--- config.mk ---
export PLATFORM = sky130hd
export DESIGN_NAME = ex_div_flat
export DESIGN_NICKNAME = d
export VERILOG_FILES = /design/src/rtl/ex_div_if.sv /design/src/rtl/ex_div.sv /design/src/flat_wrapper.sv
export SDC_FILE = /design/constraint.sdc
export NUM_CORES = 1
export LEC_CHECK = 0
export BUFFER_PORTS_ARGS = -buffer_cell sky130_fd_sc_hd__buf_2
export CORE_ASPECT_RATIO = 0.5
export CORE_MARGIN = 1
export CORE_UTILIZATION = 40
export DETAILED_ROUTE_END_ITERATION = 7
export PLACE_DENSITY = 0.56
export SYNTH_ARGS = -nofsm -noshare
export SYNTH_HDL_FRONTEND = slang
export SYNTH_SLANG_ARGS = --single-unit
--- constraint.sdc ---
create_clock -name clk -period 6.1 [get_ports clk]
set_clock_uncertainty 0.15 [all_clocks]
set_input_delay 0.305 -clock clk [delete_from_list [all_inputs] [get_ports clk]]
set_output_delay 0.305 -clock clk [all_outputs]
set_load 0.05 [all_outputs]
--- src/rtl/ex_div_if.sv ---
`default_nettype none
// ============================================================================
// ex_div_if : ID/EX-side request and write-back/hold signals of the divider
// Revision  : 1.0
// ============================================================================
interface ex_div_if #(
  parameter int XLEN = 32
);
  logic [31:0]     inst_i;
  logic [XLEN-1:0] op1_i;
  logic [XLEN-1:0] op2_i;
  logic [4:0]      rd_addr_i;
  logic            reg_wen_i;
  logic            hold_flag_o;
  logic            busy_o;
  logic            div_wen_o;
  logic [4:0]      div_rd_addr_o;
  logic [XLEN-1:0] div_result_o;

  modport master (
    output inst_i, op1_i, op2_i, rd_addr_i, reg_wen_i,
    input  hold_flag_o, busy_o, div_wen_o, div_rd_addr_o, div_result_o
  );

  modport slave (
    input  inst_i, op1_i, op2_i, rd_addr_i, reg_wen_i,
    output hold_flag_o, busy_o, div_wen_o, div_rd_addr_o, div_result_o
  );
endinterface
`default_nettype wire

--- src/rtl/ex_div.sv ---
`default_nettype none
// ============================================================================
// ex_div   : iterative RV32M DIV/DIVU/REM/REMU unit (restoring, XLEN steps)
// Revision : 1.0
// ============================================================================
module ex_div #(
  parameter int XLEN = 32
) (
  input  wire logic clk,
  input  wire logic rst_n,
  ex_div_if.slave   bus
);

  localparam int              CW               = $clog2(XLEN);
  localparam logic [CW-1:0]   c_last_count     = CW'(XLEN - 1);
  localparam logic [6:0]      c_opcode_op      = 7'b0110011;
  localparam logic [6:0]      c_funct7_muldiv  = 7'b0000001;
  localparam logic [XLEN-1:0] c_min_int        = {1'b1, {(XLEN-1){1'b0}}};

  typedef enum logic [1:0] {
    IDLE = 2'd0,
    BUSY = 2'd1,
    DONE = 2'd2
  } state_t;

  state_t          r_state;
  state_t          w_state_next;

  logic [XLEN-1:0] r_dvd;
  logic [XLEN-1:0] r_dsr;
  logic [XLEN-1:0] r_quot;
  logic [XLEN-1:0] r_rem;
  logic [CW-1:0]   r_count;
  logic            r_sel_rem;
  logic            r_neg_q;
  logic            r_neg_r;
  logic [4:0]      r_rd;
  logic            r_wen;
  logic [XLEN-1:0] r_res_out;
  logic [4:0]      r_rd_out;

  logic            w_is_div;
  logic [2:0]      w_f3;
  logic            w_signed;
  logic            w_div_zero;
  logic            w_overflow;
  logic            w_special;
  logic [XLEN-1:0] w_special_res;
  logic [XLEN-1:0] w_op1_abs;
  logic [XLEN-1:0] w_op2_abs;
  logic            w_hold;
  logic            w_accept;
  logic            w_last_step;

  logic [XLEN:0]   w_trial;
  logic            w_fits;
  logic [XLEN-1:0] w_rem_next;
  logic [XLEN-1:0] w_quot_next;
  logic [XLEN-1:0] w_quot_signed;
  logic [XLEN-1:0] w_rem_signed;
  logic [XLEN-1:0] w_final;
  logic            w_unused_inst;

  // ---------------------------------------------------------------------------
  // Decode and special-case detection on the ID/EX operands
  // ---------------------------------------------------------------------------
  assign w_f3          = bus.inst_i[14:12];
  assign w_is_div      = (bus.inst_i[6:0] == c_opcode_op) &&
                         (bus.inst_i[31:25] == c_funct7_muldiv) && w_f3[2];
  assign w_signed      = ~w_f3[0];
  assign w_div_zero    = (bus.op2_i == '0);
  assign w_overflow    = w_signed && (bus.op1_i == c_min_int) && (bus.op2_i == '1);
  assign w_special     = w_div_zero || w_overflow;
  assign w_special_res = w_f3[1] ? (w_div_zero ? bus.op1_i : '0)
                                 : (w_div_zero ? '1 : c_min_int);
  assign w_op1_abs     = (w_signed && bus.op1_i[XLEN-1]) ? -bus.op1_i : bus.op1_i;
  assign w_op2_abs     = (w_signed && bus.op2_i[XLEN-1]) ? -bus.op2_i : bus.op2_i;
  assign w_unused_inst = ^{bus.inst_i[24:15], bus.inst_i[11:7]};

  // ---------------------------------------------------------------------------
  // One restoring step: the remainder never exceeds the divisor, so one extra
  // bit is enough to detect the borrow of the trial subtraction.
  // ---------------------------------------------------------------------------
  assign w_trial       = {r_rem, r_dvd[XLEN-1]} - {1'b0, r_dsr};
  assign w_fits        = ~w_trial[XLEN];
  assign w_rem_next    = w_fits ? w_trial[XLEN-1:0] : {r_rem[XLEN-2:0], r_dvd[XLEN-1]};
  assign w_quot_next   = {r_quot[XLEN-2:0], w_fits};
  assign w_quot_signed = r_neg_q ? -w_quot_next : w_quot_next;
  assign w_rem_signed  = r_neg_r ? -w_rem_next : w_rem_next;
  assign w_final       = r_sel_rem ? w_rem_signed : w_quot_signed;
  assign w_last_step   = (r_count == c_last_count);

  // ---------------------------------------------------------------------------
  // FSM
  // ---------------------------------------------------------------------------
  always_ff @(posedge clk) begin
    if (!rst_n) begin
      r_state <= IDLE;
    end else begin
      r_state <= w_state_next;
    end
  end

  always_comb begin
    w_state_next = r_state;
    w_hold       = 1'b0;
    w_accept     = 1'b0;
    case (r_state)
      IDLE: begin
        if (w_is_div) begin
          w_hold       = 1'b1;
          w_accept     = 1'b1;
          w_state_next = w_special ? DONE : BUSY;
        end
      end
      BUSY: begin
        w_hold = 1'b1;
        if (w_last_step) begin
          w_state_next = DONE;
        end
      end
      DONE: begin
        w_state_next = IDLE;
      end
      default: begin
        w_state_next = IDLE;
      end
    endcase
  end

  // ---------------------------------------------------------------------------
  // Datapath. Operands are captured at accept because ID/EX turns into a NOP
  // while the pipeline is held.
  // ---------------------------------------------------------------------------
  always_ff @(posedge clk) begin
    if (!rst_n) begin
      r_dvd     <= '0;
      r_dsr     <= '0;
      r_quot    <= '0;
      r_rem     <= '0;
      r_count   <= '0;
      r_sel_rem <= 1'b0;
      r_neg_q   <= 1'b0;
      r_neg_r   <= 1'b0;
      r_rd      <= '0;
      r_wen     <= 1'b0;
      r_res_out <= '0;
      r_rd_out  <= '0;
    end else begin
      case (r_state)
        IDLE: begin
          if (w_accept) begin
            r_dvd     <= w_op1_abs;
            r_dsr     <= w_op2_abs;
            r_quot    <= '0;
            r_rem     <= '0;
            r_count   <= '0;
            r_sel_rem <= w_f3[1];
            r_neg_q   <= w_signed && (bus.op1_i[XLEN-1] ^ bus.op2_i[XLEN-1]);
            r_neg_r   <= w_signed && bus.op1_i[XLEN-1];
            r_rd      <= bus.rd_addr_i;
            r_wen     <= bus.reg_wen_i;
            if (w_special) begin
              r_res_out <= w_special_res;
              r_rd_out  <= bus.rd_addr_i;
            end
          end
        end
        BUSY: begin
          r_dvd   <= {r_dvd[XLEN-2:0], 1'b0};
          r_rem   <= w_rem_next;
          r_quot  <= w_quot_next;
          r_count <= r_count + 1'b1;
          if (w_last_step) begin
            r_res_out <= w_final;
            r_rd_out  <= r_rd;
          end
        end
        default: begin
        end
      endcase
    end
  end

  assign bus.hold_flag_o   = w_hold;
  assign bus.busy_o        = (r_state != IDLE);
  assign bus.div_wen_o     = (r_state == DONE) && r_wen;
  assign bus.div_rd_addr_o = r_rd_out;
  assign bus.div_result_o  = r_res_out;

endmodule
`default_nettype wire
--- src/flat_wrapper.sv ---
// flat-port wrapper written by rule: the top's interface ports become plain ports
module ex_div_flat 
#(
  parameter int XLEN = 32
)
  (clk, rst_n, bus_inst_i, bus_op1_i, bus_op2_i, bus_rd_addr_i, bus_reg_wen_i, bus_hold_flag_o, bus_busy_o, bus_div_wen_o, bus_div_rd_addr_o, bus_div_result_o);
  ex_div_if #(.XLEN(XLEN)) bus_i ();
  input  wire logic clk;
  input  wire logic rst_n;
  input wire logic [$bits(bus_i.inst_i)-1:0] bus_inst_i;
  input wire logic [$bits(bus_i.op1_i)-1:0] bus_op1_i;
  input wire logic [$bits(bus_i.op2_i)-1:0] bus_op2_i;
  input wire logic [$bits(bus_i.rd_addr_i)-1:0] bus_rd_addr_i;
  input wire logic [$bits(bus_i.reg_wen_i)-1:0] bus_reg_wen_i;
  output wire logic [$bits(bus_i.hold_flag_o)-1:0] bus_hold_flag_o;
  output wire logic [$bits(bus_i.busy_o)-1:0] bus_busy_o;
  output wire logic [$bits(bus_i.div_wen_o)-1:0] bus_div_wen_o;
  output wire logic [$bits(bus_i.div_rd_addr_o)-1:0] bus_div_rd_addr_o;
  output wire logic [$bits(bus_i.div_result_o)-1:0] bus_div_result_o;
  assign bus_i.inst_i = bus_inst_i;
  assign bus_i.op1_i = bus_op1_i;
  assign bus_i.op2_i = bus_op2_i;
  assign bus_i.rd_addr_i = bus_rd_addr_i;
  assign bus_i.reg_wen_i = bus_reg_wen_i;
  assign bus_hold_flag_o = bus_i.hold_flag_o;
  assign bus_busy_o = bus_i.busy_o;
  assign bus_div_wen_o = bus_i.div_wen_o;
  assign bus_div_rd_addr_o = bus_i.div_rd_addr_o;
  assign bus_div_result_o = bus_i.div_result_o;
  ex_div #(.XLEN(XLEN)) u_core (.clk(clk), .rst_n(rst_n), .bus(bus_i));
endmodule
## Word-level counts from Yosys, hierarchy flattened

Cells that the tools add are included.

| word-level totals | value |
|---|---|
| register bits after elaboration | 180 |
| input bits | 104 |
| output and inout bits | 40 |
| logic and storage cells | 81 |

| operators by class | value |
|---|---|
| $add $sub $neg | 6 |
| equal/unequal tests | 11 |
| mux-type cells | 31 |
| bitwise logic cells | 3 |
| reduce and logical (&&, ||, !) cells | 17 |

Operator list:

| cell | count |
|---|---|
| 32-bit 2-to-1 mux | 13 |
| 32-bit one-hot mux with 2 select lines | 3 |
| 32-bit negator | 4 |
| 32-bit equality test, second input constant | 2 |
| 31-bit one-hot mux with 2 select lines | 1 |
| 33-bit by 32-bit subtractor with 33-bit output | 1 |
| 32-bit zero test | 1 |
| 31-bit 2-to-1 mux | 1 |
| 5-bit 2-to-1 mux | 4 |
| 5-bit one-hot mux with 2 select lines | 2 |
| 1-bit logical AND | 8 |
| 2-bit by 1-bit != test with 1-bit output, second input constant | 4 |
| 7-bit by 1-bit equality test with 1-bit output, second input constant | 1 |
| 7-bit by 6-bit equality test with 1-bit output, second input constant | 1 |
| 2-bit 2-to-1 mux | 3 |
| 2-bit AND reduction | 3 |
| 5-bit by 1-bit adder with 5-bit output, second input constant | 1 |
| 5-bit equality test, second input constant | 1 |
| 2-bit one-hot mux with 2 select lines | 1 |
| 4-bit AND reduction | 1 |
| 2-bit nonzero test | 2 |
| 2-bit by 1-bit equality test with 1-bit output, second input constant | 1 |
| 2-bit equality test, second input constant | 1 |
| 2-bit zero test | 1 |
| other kinds (5) | 7 |

## Longest topological paths before layout

| depth | value |
|---|---|
| word-level depth | 7 |
| depth in mapped cells | 21 |
| mapped depth without buffers | 20 |

## Least setup slack after synthesis

Ideal clock, no wire load.

| timing | value |
|---|---|
| path type | reg2reg |
| start point | reg u_core.r_dvd[31] |
| end point | reg u_core.r_res_out[16], in the netlist u_core.bus.div_result_o[16] |
| setup time | 0.058 ns |
| arrival time | 4.339 ns |
| required time | 5.892 ns |
| slack | 1.553 ns |
| stages on the path, launching flop included | 21 |
| path buffers | 1 |
| period minus slack after synthesis | 4.547 ns |
| cell sequence | dfxtp_1 inv_1 ha_1 fa_1 nor2b_1 o31a_1 o2111ai_2 a2111oi_4 o21a_2 nor2_4 inv_2 buf_1 nor2_1 a21oi_1 ha_1 nand3_1 o22a_1 nor3_2 mux2i_1 a2111oi_2 o21a_1 |

| on the way | value |
|---|---|
| word-level cells in the longest chain between the ends | 7 |
| elaborated cells on any way between the ends | 10 |
| those cells by class | add/sub (3); mux (6); bitwise (1) |

Ends and longest elaborated chain:

| what | line | source |
|---|---|---|
| start, declared | ex_div.sv:29 | `logic [XLEN-1:0] r_dvd;` |
| start signal, assigned | ex_div.sv:153 | `r_dvd <= w_op1_abs;` |
| start signal, assigned | ex_div.sv:170 | `r_dvd <= {r_dvd[XLEN-2:0], 1'b0};` |
| 33-bit by 32-bit subtractor with 33-bit output | ex_div.sv:84 | `assign w_trial = {r_rem, r_dvd[XLEN-1]} - {1'b0, r_dsr};` |
| 32-bit 2-to-1 mux / 1-bit NOT (equally long branches) | ex_div.sv:86, ex_div.sv:85 |  |
| 32-bit negator (on tied branches) | ex_div.sv:89, ex_div.sv:88 |  |
| 32-bit 2-to-1 mux (on tied branches) | ex_div.sv:89, ex_div.sv:88 |  |
| 32-bit 2-to-1 mux * | ex_div.sv:90 | `assign w_final = r_sel_rem ? w_rem_signed : w_quot_signed;` |
| 32-bit 2-to-1 mux * | ex_div.sv:174 | `if (w_last_step) begin` |
| 32-bit one-hot mux with 2 select lines * | ex_div.sv:150 | `case (r_state)` |
| end signal, assigned | ex_div.sv:164 | `r_res_out <= w_special_res;` |
| end signal, assigned | ex_div.sv:175 | `r_res_out <= w_final;` |
| end, declared | ex_div.sv:39 | `logic [XLEN-1:0] r_res_out;` |

Every way passes the cells marked *; elsewhere a longest branch is shown, timed or not. The select of a mux whose other input is x is not followed.
A chain may end at the register's enable or synchronous reset.

## Worst setup path after layout

| timing | value |
|---|---|
| start point | reg u_core.r_dvd[31] |
| end point | reg u_core.r_res_out[18], in the netlist u_core.bus.div_result_o[18] |

The elaborated chain is that of the path after synthesis.

==> results.cfg <==
[pwr]
power.clock.fraction_pct = 47.4
p_sw_share_pct = 25.5
share_comb_of_total_power_pct = 6.5
p_int_mw = 1.90
total_power_of_the_final_layout_mw = 2.54
power.sequential.fraction_pct = 46.1
total_leakage_power_nw = 5.57
switching_power_uw = 649
power.ir.vdd_worst_uv = 217
p_per_area_nw_per_um2 = 176

[die]
core_region_area_um2 = 30900
floorplan.rows = 45
die_height_um = 129
ioPinCount = 144
die_w_um = 255
die_area_um2 = 32800
initial_core_util_pct = 41.5

[status]
result_of_the_run = complete, no violations

[timing]
grt_setup_unrepaired = no
max_freq_mhz = 193
post-route-period-util_pct = 84.8
layout_setup_ws_ns = 0.927
layout_min_cycle_time_ns = 5.17
slew_at_the_pin_with_the_worst_max_slew_slack_ns = 1.07
slew_violations = 0
fin_tns_setup_ns = 0
final-setup-viol-count = 0
final_hold_viol_count = 0
timing.max_slew.rel_slack_pct = 28.7

[critical_path]
worst-endpoint-required_ns = 6.34
crit_type = flop to flop
setup.worst_path.start = u_core.r_dvd[31]
cp-start-kind = flop
worstReg2RegStart = u_core.r_dvd[31]
arrival_ns = 5.42
crit_path_max_incr_delay_ns = 0.47
path_cells = inv_1 > ha_1 > fa_1 > nor2b_1 > o31a_1 > o2111ai_2 > a2111oi_4 > nor3_2 > nor2_4 > inv_2 > buf_4 > a21oi_1 > ha_1 > nand3_1 > o22a_1 > o31ai_1 > xor2_1 > nand2_1 > a41oi_1
end_kind = flop
critical_path.max_fanout = 18
worst_path_cell_with_the_longest_stage_delay = sky130_fd_sc_hd__a2111oi_4
critical_path.most_common_cell = sky130_fd_sc_hd__ha_1

[synthesis]
mappedNetlistArea_um2 = 12800
syn_inst = 1746
synth_nets = 1890
ys_ff_latch = 180
ys_warn_count = 0
seq_area_frac_synth_pct = 28.1
synth_commonest_cells = sky130_fd_sc_hd__nor2_1, sky130_fd_sc_hd__nand2_1, sky130_fd_sc_hd__dfxtp_1
synth_top_flop_cell = sky130_fd_sc_hd__dfxtp_1
largest_cells_by_area_after_synthesis = sky130_fd_sc_hd__dfxtp_1, sky130_fd_sc_hd__a21oi_1, sky130_fd_sc_hd__nor2_1
synth-async-reset-ratio_pct = 0
syn_area_per_cell_um2 = 7.35
synth.top_cell.area_share_pct = 28.1
synth.largest_area_cell = sky130_fd_sc_hd__dfxtp_1
synth-edff-count = 0
synth_cell_type_count = 85
synthMostInstantiatedCell = sky130_fd_sc_hd__nor2_1

[detailed_routing]
wire_per_inst_um = 19.9
post_detailed_routing_wire_length_um = 44700
detailed_router_s_first_iteration_violation_count = 1382
drc = 0
total_via_count_in_the_routed_design = 13200
ant_nets = 0
avgViaCountPerCell = 5.89
dr.pass1.iters = 5

[layout]
final.fill_count = 3177
antenna-diode-count = 0
finalNetCount = 1958
final_cell_count_no_fill = 2249
final_layout_size_suffix_gt1_share_pct = 12.3
syn2layout_area_growth_pct = 12.7

[placement]
post-place-cells = 2210
dp_hpwl_um = 33000
post-place-ws_ns = 1.04
port-buffer-count = 128
globalplace.congestion = 0.921

[global_route]
grt_first_pass_wirelength_um = 69200
maximum_number_of_pins_on_one_net_before_global_route_repair = 80
antenna_found_initial = 1
first_global_vias = 11700
grt_usage_pct = 27.5
globalRoute.totalOverflow = 0

[worst_hold_path]
hold_start = bus_op2_i[30]
min_path_type = input port to flop

[cts]
cts_inserted_buffers = 17
post_cts_resize_count = 0
htreeDepth = 4
cts.reportedPaths.clkPinSlew_ns = 0.08
cts.root.buffer_cell = sky130_fd_sc_hd__clkbuf_16
clkLatencyLatePin_ns = 0.47
tritoncts = built
max-clock-path-buffers = 2
tritoncts_num_sinks = 180

[flow_run]
cap_violations = 0
[power by group through the flow]
stage | clock (mW) | combinational [mW] | sequential (mW)
global route | 1.27 | 0.180 | 1.17
floorplan | 0 | 0.0800 | 1.20
finish | 1.21 | 0.165 | 1.17
CTS | 1.22 | 0.165 | 1.17
global placement | 0 | 0.160 | 1.20
detailed placement | 0 | 0.160 | 1.20
[what timing repair did]
item	in CTS	in global routing
hold buffers	8	0
setup buffers	0	0
hold endpoints to repair	13	0
[per-layer routing]
| layer | up-vias | share of wire, % | GRT usage [%] |
|---|---|---|---|
| li1 | 6479 | - | - |
| met1 | 6333 | 51 | 42.1 |
| met2 | 379 | 41 | 39.3 |
| met3 | 45 | 5.8 | 4.15 |
| met4 | 0 | 1.9 | 7.71 |
| met5 | - | 0 | 0 |
[cells in the final DEF (no fill, tap or decap), types with 6 or more instances in the layout]
cell type / netlist / final
sky130_fd_sc_hd__inv_1: 62 / 62
sky130_fd_sc_hd__a221oi_1: 10 / 10
sky130_fd_sc_hd__buf_2: 10 / 128
sky130_fd_sc_hd__o41ai_1: 7 / 7
sky130_fd_sc_hd__o211ai_1: 14 / 14
sky130_fd_sc_hd__a21boi_0: 8 / 8
sky130_fd_sc_hd__nand4_1: 17 / 17
sky130_fd_sc_hd__a21oi_1: 171 / 171
sky130_fd_sc_hd__ha_1: 39 / 39
sky130_fd_sc_hd__mux2i_1: 31 / 31
sky130_fd_sc_hd__o21ai_0: 130 / 130
sky130_fd_sc_hd__and2_1: 8 / 8
sky130_fd_sc_hd__nor3_1: 29 / 29
sky130_fd_sc_hd__a41oi_1: 6 / 6
sky130_fd_sc_hd__xnor2_1: 67 / 67
sky130_fd_sc_hd__o31ai_1: 22 / 22
sky130_fd_sc_hd__or3_1: 27 / 27
sky130_fd_sc_hd__a21o_1: 13 / 13
sky130_fd_sc_hd__a31oi_1: 47 / 47
sky130_fd_sc_hd__or4_1: 10 / 10
sky130_fd_sc_hd__and3_1: 11 / 11
sky130_fd_sc_hd__dfxtp_1: 180 / 180
sky130_fd_sc_hd__nor2b_1: 8 / 7
sky130_fd_sc_hd__xor2_1: 56 / 56
sky130_fd_sc_hd__clkbuf_16: 0 / 17
sky130_fd_sc_hd__a211oi_1: 33 / 33
sky130_fd_sc_hd__nand2_1: 182 / 182
sky130_fd_sc_hd__a311oi_1: 13 / 13
sky130_fd_sc_hd__nand2b_1: 15 / 14
sky130_fd_sc_hd__buf_4: 0 / 23
sky130_fd_sc_hd__nand3_1: 63 / 63
sky130_fd_sc_hd__o21ai_1: 12 / 11
sky130_fd_sc_hd__a22oi_1: 30 / 30
sky130_fd_sc_hd__nor2_1: 199 / 197
sky130_fd_sc_hd__nor4_1: 21 / 20
sky130_fd_sc_hd__dlygate4sd3_1: 0 / 8
sky130_fd_sc_hd__o211a_1: 7 / 7
sky130_fd_sc_hd__o31a_1: 6 / 6
sky130_fd_sc_hd__o21a_1: 10 / 10
[area by class of cell]
cell class	count	area [um^2]	share of cell area [%]
Timing Repair Buffer	159	893	6.18
Tap cell	423	529	3.66
Clock inverter	13	171	1.19
Clock buffer	18	439	3.04
Sequential cell	180	3600	24.9
Inverter	65	246	1.70
Multi-Input combinational cell	1391	8570	59.3
[path summary, 6_finish.rpt]
kind / end / slack [ns] / cells after the start
max: u_core.bus.div_result_o[18] / 0.93 / 19
min: u_core.r_dsr[30] / 0.03 / 3
max reg2reg: u_core.bus.div_result_o[18] / 0.93 / 19
min reg2reg: u_core.r_dsr[31] / 0.31 / 2
[cell families after synthesis]
family          Yosys count  synth area share, %
fa+ha+maj                40                 3.96
compound gates          575                 28.7
buf+inv                 175                 5.40
xor+xnor                123                 8.40
mux                      37                 3.03
simple gates            616                 22.5
flops                   180                 28.1
[through the flow]
step / cell area, um^2 / hold slack (ns) / utilization [%]
2_1_floorplan: 12800 / 0.282 / -
3_3_place_gp: 13800 / 0.295 / 44.5
3_5_place_dp: 13800 / 0.299 / 44.5
4_1_cts: 14500 / 0.0000612 / 46.8
5_1_grt: 14500 / 0.00955 / 46.8
6_report: 14500 / 0.0290 / 46.8
[flip-flops by register name, summed over array words and instances (netlist names)]
| signal | count |
|---|---|
| u_core.r_wen | 1 |
| u_core.r_dsr | 32 |
| u_core.r_quot | 31 |
| u_core.r_sel_rem | 1 |
| u_core.bus.div_rd_addr_o | 5 |
| u_core.r_neg_r | 1 |
| u_core.r_state | 2 |
| u_core.r_rd | 5 |
| u_core.r_dvd | 32 |
| u_core.r_count | 5 |
| u_core.bus.div_result_o | 32 |
| u_core.r_neg_q | 1 |
| u_core.r_rem | 32 |
[critical path: cells and delay by family, from the launching register on]
kind	cells	cell delay [ns]
DFF	1	0.43
xor gates and xnor gates	1	0.21
and+or+nand+nor	5	0.61
buffers and inverters	3	0.49
adders and majority gates	3	1.00
AOI/OAI and AO/OA	7	2.18
(Power assumes the default switching activity.)
